### src/rtl/req_encoder16.sv
// req_encoder16 -- 16-input request accumulator with a priority-encoded offer handshake.
//
// Each incoming request bit is latched into a pending register (P). When E is high,
// the highest set pending index is offered on S with V=1. The offer stays fixed until
// the consumer acks it. An ack clears that pending bit, and the next-highest remaining
// index is offered on the same edge, with no bubble. OVF is a sticky flag. It sets when a
// request arrives for an index that is already pending and is not being cleared on
// that edge.
//
// Ports:
//   clk    in   1   rising-edge clock
//   rst_n  in   1   asynchronous active-low reset
//   E      in   1   offer enable (does not gate accumulation or OVF)
//   req    in  16   request lines, sampled every edge
//   ack    in   1   consumer accepts current offer (ignored while V=0)
//   S      out  4   offered index (registered, holds when V drops)
//   V      out  1   offer valid (registered)
//   P      out 16   pending-request register
//   OVF    out  1   sticky overflow flag
module req_encoder16 (
    input  logic        clk,
    input  logic        rst_n,
    input  logic        E,
    input  logic [15:0] req,
    input  logic        ack,
    output logic [3:0]  S,
    output logic        V,
    output logic [15:0] P,
    output logic        OVF
);

    typedef enum logic {
        IDLE  = 1'b0,
        OFFER = 1'b1
    } state_e;

    state_e      state_q;
    logic [3:0]  s_q;
    logic        v_q;
    logic [15:0] p_q, p_d;
    logic        ovf_q, ovf_d;
    logic [15:0] clr;
    logic [15:0] rem;

    // Highest set bit wins. A later loop iteration overrides an earlier one.
    function automatic logic [3:0] top_idx(input logic [15:0] vec);
        logic [3:0] idx;
        idx = 4'd0;
        for (int i = 0; i < 16; i++) begin
            if (vec[i]) idx = i[3:0];
        end
        return idx;
    endfunction

    // The clear applies only to a live offer that is acked in this cycle.
    always_comb begin
        clr = 16'h0000;
        if (v_q && ack) clr = 16'h0001 << s_q;
    end

    // rem is P after the clear and before the new requests are merged in. A request
    // that lands on the index being cleared re-sets that bit. It does not count as overflow.
    assign rem   = p_q & ~clr;
    assign p_d   = req | rem;
    assign ovf_d = ovf_q | (|(req & rem));

    always_ff @(posedge clk or negedge rst_n) begin
        if (!rst_n) begin
            p_q   <= 16'h0000;
            ovf_q <= 1'b0;
        end else begin
            p_q   <= p_d;
            ovf_q <= ovf_d;
        end
    end

    // The offer FSM looks only at P as it stood before this edge. Requests that arrive
    // on the same edge cannot be offered until the following edge.
    always_ff @(posedge clk or negedge rst_n) begin
        if (!rst_n) begin
            state_q <= IDLE;
            s_q     <= 4'd0;
            v_q     <= 1'b0;
        end else begin
            case (state_q)
                IDLE: begin
                    if (E && (p_q != 16'h0000)) begin
                        state_q <= OFFER;
                        s_q     <= top_idx(p_q);
                        v_q     <= 1'b1;
                    end
                end
                OFFER: begin
                    // Without an ack the offer is frozen. Preemption and E are ignored here.
                    if (ack) begin
                        if (E && (rem != 16'h0000)) begin
                            s_q <= top_idx(rem);
                        end else begin
                            state_q <= IDLE;
                            v_q     <= 1'b0;
                        end
                    end
                end
                default: begin
                    state_q <= IDLE;
                    v_q     <= 1'b0;
                end
            endcase
        end
    end

    assign S   = s_q;
    assign V   = v_q;
    assign P   = p_q;
    assign OVF = ovf_q;

endmodule

### config.mk
export PLATFORM = sky130hd
export DESIGN_NAME = req_encoder16
export DESIGN_NICKNAME = d
export VERILOG_FILES = /design/src/rtl/req_encoder16.sv
export SDC_FILE = /design/constraint.sdc
export NUM_CORES = 1
export LEC_CHECK = 0
export ABC_AREA = 0
export CORE_MARGIN = 2
export CORE_UTILIZATION = 25
export DETAILED_ROUTE_END_ITERATION = 8
export PLACE_DENSITY_LB_ADDON = 0.08
export SETUP_SLACK_MARGIN = 0.1
export SLEW_MARGIN = 10
export SYNTH_ARGS = -nofsm -noshare
export SYNTH_HDL_FRONTEND = slang
export SYNTH_SLANG_ARGS = --single-unit
### constraint.sdc
create_clock -name clk -period 2.4 [get_ports clk]
set_clock_uncertainty 0.05 [all_clocks]
set_input_delay 0.48 -clock clk [delete_from_list [all_inputs] [get_ports clk]]
set_output_delay 0.48 -clock clk [all_outputs]
set_load 0.01 [all_outputs]
==> metrics.txt <==
# TYPE chip_impl_metric gauge
chip_impl_info{name="run_status",value="complete, no violations"} 1
chip_impl_metric{name="grt_antenna_before_repair",unit=""} 0
chip_impl_metric{name="comb_power_share",unit=""} 0.422
chip_impl_info{name="hold_path_class",value="in -> async"} 1
chip_impl_metric{name="dp_cells",unit=""} 304
chip_impl_info{name="synth.top_cells.by_count",value="sky130_fd_sc_hd__dfrtp_1 (23), sky130_fd_sc_hd__nand2_1 (15), sky130_fd_sc_hd__inv_1 (12), sky130_fd_sc_hd__o21ai_0 (9)"} 1
chip_impl_metric{name="initial_utilization",unit=""} 0.2631
chip_impl_info{name="ys_dominant_reg_cell",value="sky130_fd_sc_hd__dfrtp_1"} 1
chip_impl_metric{name="antennaDiodeCount",unit=""} 0
chip_impl_metric{name="clkSlewWorstSetupHoldPaths",unit="ns"} 0.09
chip_impl_metric{name="detailed_place_hpwl",unit="mm"} 4.129
chip_impl_metric{name="net-switching-power",unit="W"} 0.0005375
chip_impl_metric{name="finish.cell_count_without_fillers",unit=""} 309
chip_impl_metric{name="post_route_cells_drive_above_1_share",unit=""} 0.2278
chip_impl_metric{name="synthesis.area_per_instance",unit="sq um"} 8.887
chip_impl_metric{name="die_area",unit="sq um"} 6531
chip_impl_metric{name="final_min_period_over_clock_period",unit=""} 0.9217
chip_impl_metric{name="cts_buffer_depth",unit=""} 2
chip_impl_metric{name="antenna_left",unit=""} 0
chip_impl_metric{name="first_global_vias",unit=""} 1592
chip_impl_metric{name="remaining_drc_errors",unit=""} 0
chip_impl_metric{name="drt-total-wl",unit="mm"} 5.194
chip_impl_metric{name="globalRouteOverflowTotal",unit=""} 0
chip_impl_metric{name="route.vias.total",unit=""} 1590
chip_impl_metric{name="clkSinkCount",unit=""} 23
chip_impl_metric{name="filler_cells_inserted",unit=""} 596
chip_impl_metric{name="hold-worst-slack",unit="ns"} 0.5139
chip_impl_info{name="rsz0062_at_grt",value="yes"} 1
chip_impl_metric{name="timing.max_cap.violations",unit=""} 0
chip_impl_metric{name="place.port_buffers",unit=""} 41
chip_impl_metric{name="grt_first_pass_wirelength",unit="mm"} 8.424
chip_impl_metric{name="p_sw_frac",unit=""} 0.3830
chip_impl_metric{name="detail_route.iter0.violations",unit=""} 100
chip_impl_info{name="worst_setup_path_end_kind",value="flip-flop"} 1
chip_impl_metric{name="area_growth_syn_to_layout",unit="%"} 53.94
chip_impl_metric{name="syn-cell-area",unit="sq um"} 1475
chip_impl_metric{name="pin_count",unit=""} 42
chip_impl_metric{name="grt_max_degree",unit=""} 24
chip_impl_metric{name="synthCells",unit=""} 166
chip_impl_metric{name="cellLeakagePower",unit="nW"} 0.8673
chip_impl_metric{name="synth_top_area_share",unit=""} 0.3902
chip_impl_metric{name="place.gp.congestion",unit=""} 0.9281
chip_impl_metric{name="numCtsBuffers",unit=""} 3
chip_impl_info{name="tritoncts",value="done"} 1
chip_impl_metric{name="post_drt_via_cell_ratio",unit=""} 5.146
chip_impl_metric{name="remaining_max_slew_budget_at_the_tightest_pin",unit=""} 0.6619
chip_impl_metric{name="cp.arrival",unit="ns"} 2.31
chip_impl_metric{name="share_clk_of_total_power",unit=""} 0.180
chip_impl_metric{name="grt_use_total",unit=""} 0.1705
chip_impl_info{name="crit_type",value="reg -> reg"} 1
chip_impl_metric{name="detailedRoute.firstPassIterationCount",unit=""} 4
chip_impl_metric{name="async_reset_ff_frac",unit=""} 1.000
chip_impl_metric{name="coreArea",unit="sq um"} 5608
chip_impl_metric{name="chipWidth",unit="um"} 80.82
chip_impl_metric{name="max_clock_freq",unit="MHz"} 452.0
chip_impl_metric{name="yosysSeqAreaShare",unit=""} 0.3902
chip_impl_info{name="r2r-end",value="S[0]"} 1
chip_impl_metric{name="reg2reg_setup_slack",unit="ns"} 0.19
chip_impl_metric{name="critical_path_required_time",unit="ns"} 2.49
chip_impl_info{name="synth.top_cells.by_area",value="sky130_fd_sc_hd__dfrtp_1 (39%), sky130_fd_sc_hd__o21a_1 (4.1%), sky130_fd_sc_hd__nand2_1 (3.8%), sky130_fd_sc_hd__nand2b_1 (3.4%), sky130_fd_sc_hd__o21ai_0 (3.1%)"} 1
chip_impl_metric{name="synth-warning-count",unit=""} 0
chip_impl_metric{name="mean_routed_wirelength_per_cell",unit="um"} 16.81
chip_impl_metric{name="yosys_register_bits",unit=""} 23
chip_impl_info{name="critPathLaunchType",value="flip-flop"} 1
chip_impl_metric{name="worst_reg_to_reg_cells",unit=""} 7
chip_impl_info{name="r2r_startpoint",value="S[1]"} 1
chip_impl_metric{name="synth-edff-count",unit=""} 0
chip_impl_metric{name="power-per-cell-area",unit="nW/um^2"} 618.0
chip_impl_metric{name="intPower",unit="W"} 0.0008660
chip_impl_metric{name="vdd_drop_max",unit="mV"} 0.2248
chip_impl_info{name="synth.most_common_cell",value="sky130_fd_sc_hd__dfrtp_1"} 1
chip_impl_metric{name="die-height",unit="um"} 80.82
chip_impl_metric{name="max_slew.worst_pin.slew",unit="ns"} 0.5008
chip_impl_metric{name="finish.net_count",unit=""} 258
chip_impl_info{name="ctsRootBufferMaster",value="sky130_fd_sc_hd__clkbuf_8"} 1
chip_impl_metric{name="slew_viol_final",unit=""} 0
chip_impl_metric{name="clock_tree.htree_level_count",unit=""} 1
chip_impl_metric{name="power.sequential.fraction",unit=""} 0.398
chip_impl_metric{name="worstPathMaxFanout",unit=""} 7
chip_impl_metric{name="yosysUniqueCellTypes",unit=""} 47
chip_impl_metric{name="worstSkewPairLatency",unit="ns"} 0.27
chip_impl_metric{name="mappedNetlistNets",unit=""} 186
chip_impl_metric{name="finalSetupViolCount",unit=""} 0
chip_impl_metric{name="hold_buffers",unit=""} 0
chip_impl_info{name="synth.largest_area_cell",value="sky130_fd_sc_hd__dfrtp_1"} 1
chip_impl_metric{name="finalHoldViolCount",unit=""} 0
chip_impl_metric{name="finalWorstPathRequiredPeriod",unit="ns"} 2.212
chip_impl_metric{name="floorplan.rows",unit=""} 27
[cells by family (layout without fill, tap and decap cells)]
| kind of cell | after synthesis | count (layout) | synth area share |
|---|---|---|---|
| DFF | 23 | 23 | 0.3902 |
| buffers and inverters | 16 | 87 | 0.04071 |
| and+or+nand+nor | 61 | 61 | 0.2366 |
| AOI/OAI and AO/OA | 66 | 66 | 0.3325 |
[stage by stage]
stage | total power (W) | TNS, ns | setup slack, ns | util | cell area, sq um
4_1_cts | 0.001383 | 0 | 0.1290 | 0.3989 | 2237
3_3_place_gp | 0.001116 | -2.257 | -0.3976 | 0.3884 | 2178
6_report | 0.001403 | 0 | 0.1878 | 0.4050 | 2271
2_1_floorplan | 0.0007834 | 0 | 0.2518 | - | 1475
5_1_grt | 0.001495 | 0 | 0.06788 | 0.4050 | 2271
3_5_place_dp | 0.001112 | -2.298 | -0.3711 | 0.3884 | 2178
[metal layers]
layer | GRT usage | share of wire | vias up
met1 | 0.2310 | 0.47 | 756
met2 | 0.2893 | 0.48 | 53
met4 | 0.04237 | 0.0098 | 0
li1 | - | - | 775
met3 | 0.02000 | 0.041 | 6
met5 | 0 | 0 | -
[cell type report]
cell class	count	area (sq um)	area share
clock inverter	1	5.005	0.002204
sequential	23	578.1	0.2545
tap	72	90.09	0.03967
multi-input combinational	127	880.8	0.3879
clock buffer	3	41.29	0.01818
inverter	12	45.04	0.01983
timing repair buffer	71	630.6	0.2777
[flip-flops by register name, indices dropped and copies added (netlist names)]
register and flops:
OVF 1, P 16, S 4, V 1, state_q 1
[timing repair]
action | 4_1_cts | 5_1_grt
hold endpoints to repair | 0 | 0
setup buffers | 0 | 1
pin swaps | 0 | 1
endpoints found under the setup margin | 7 | 7
resized for setup | 3 | 9
[placed cells by master, fill, tap and decap left out, types with 3 or more instances in the layout]
master	netlist	routed
sky130_fd_sc_hd__clkdlybuf4s50_1	0	40
sky130_fd_sc_hd__buf_4	0	30
sky130_fd_sc_hd__dfrtp_1	23	21
sky130_fd_sc_hd__nand2_1	15	15
sky130_fd_sc_hd__inv_1	12	12
sky130_fd_sc_hd__o21ai_1	6	8
sky130_fd_sc_hd__o21a_1	8	8
sky130_fd_sc_hd__nor2_1	8	8
sky130_fd_sc_hd__nand2b_1	8	7
sky130_fd_sc_hd__o21ai_0	9	7
sky130_fd_sc_hd__a21oi_1	7	7
sky130_fd_sc_hd__or2_2	6	6
sky130_fd_sc_hd__o211ai_1	6	6
sky130_fd_sc_hd__nor3_1	5	4
sky130_fd_sc_hd__o31ai_1	4	4
sky130_fd_sc_hd__or3_1	3	3
sky130_fd_sc_hd__nand4_1	3	3
sky130_fd_sc_hd__clkbuf_8	0	3
[power groups by stage]
stage | Combinational, W | Sequential, W | Clock (W)
4_1_cts | 0.000573 | 0.000545 | 0.000265
3_5_place_dp | 0.000565 | 0.000547 | 0
6_report | 0.000592 | 0.000558 | 0.000253
2_1_floorplan | 0.000245 | 0.000539 | 0
3_3_place_gp | 0.000573 | 0.000543 | 0
5_1_grt | 0.000641 | 0.000572 | 0.000283
[how the worst max path moves through the flow]
stage / endpoint / start / depth (start not counted)
after floorplan: S[0] / S[2] / 7
final: S[0] / S[1] / 7
after global placement: OVF / ack / 8
after detailed placement: OVF / ack / 8
after CTS: S[0] / S[0] / 8
after global routing: S[0] / S[1] / 7
[critical path, stage by stage (launching register included)]
cell and delay [ns]:
sky130_fd_sc_hd__dfrtp_1 0.47, sky130_fd_sc_hd__or2_1 0.36, sky130_fd_sc_hd__o21ai_0 0.33, sky130_fd_sc_hd__nand4b_1 0.22, sky130_fd_sc_hd__o41ai_4 0.23, sky130_fd_sc_hd__buf_4 0.20
sky130_fd_sc_hd__o21a_4 0.15, sky130_fd_sc_hd__o41ai_1 0.07
Note: power is estimated with default switching activity, not from simulation.
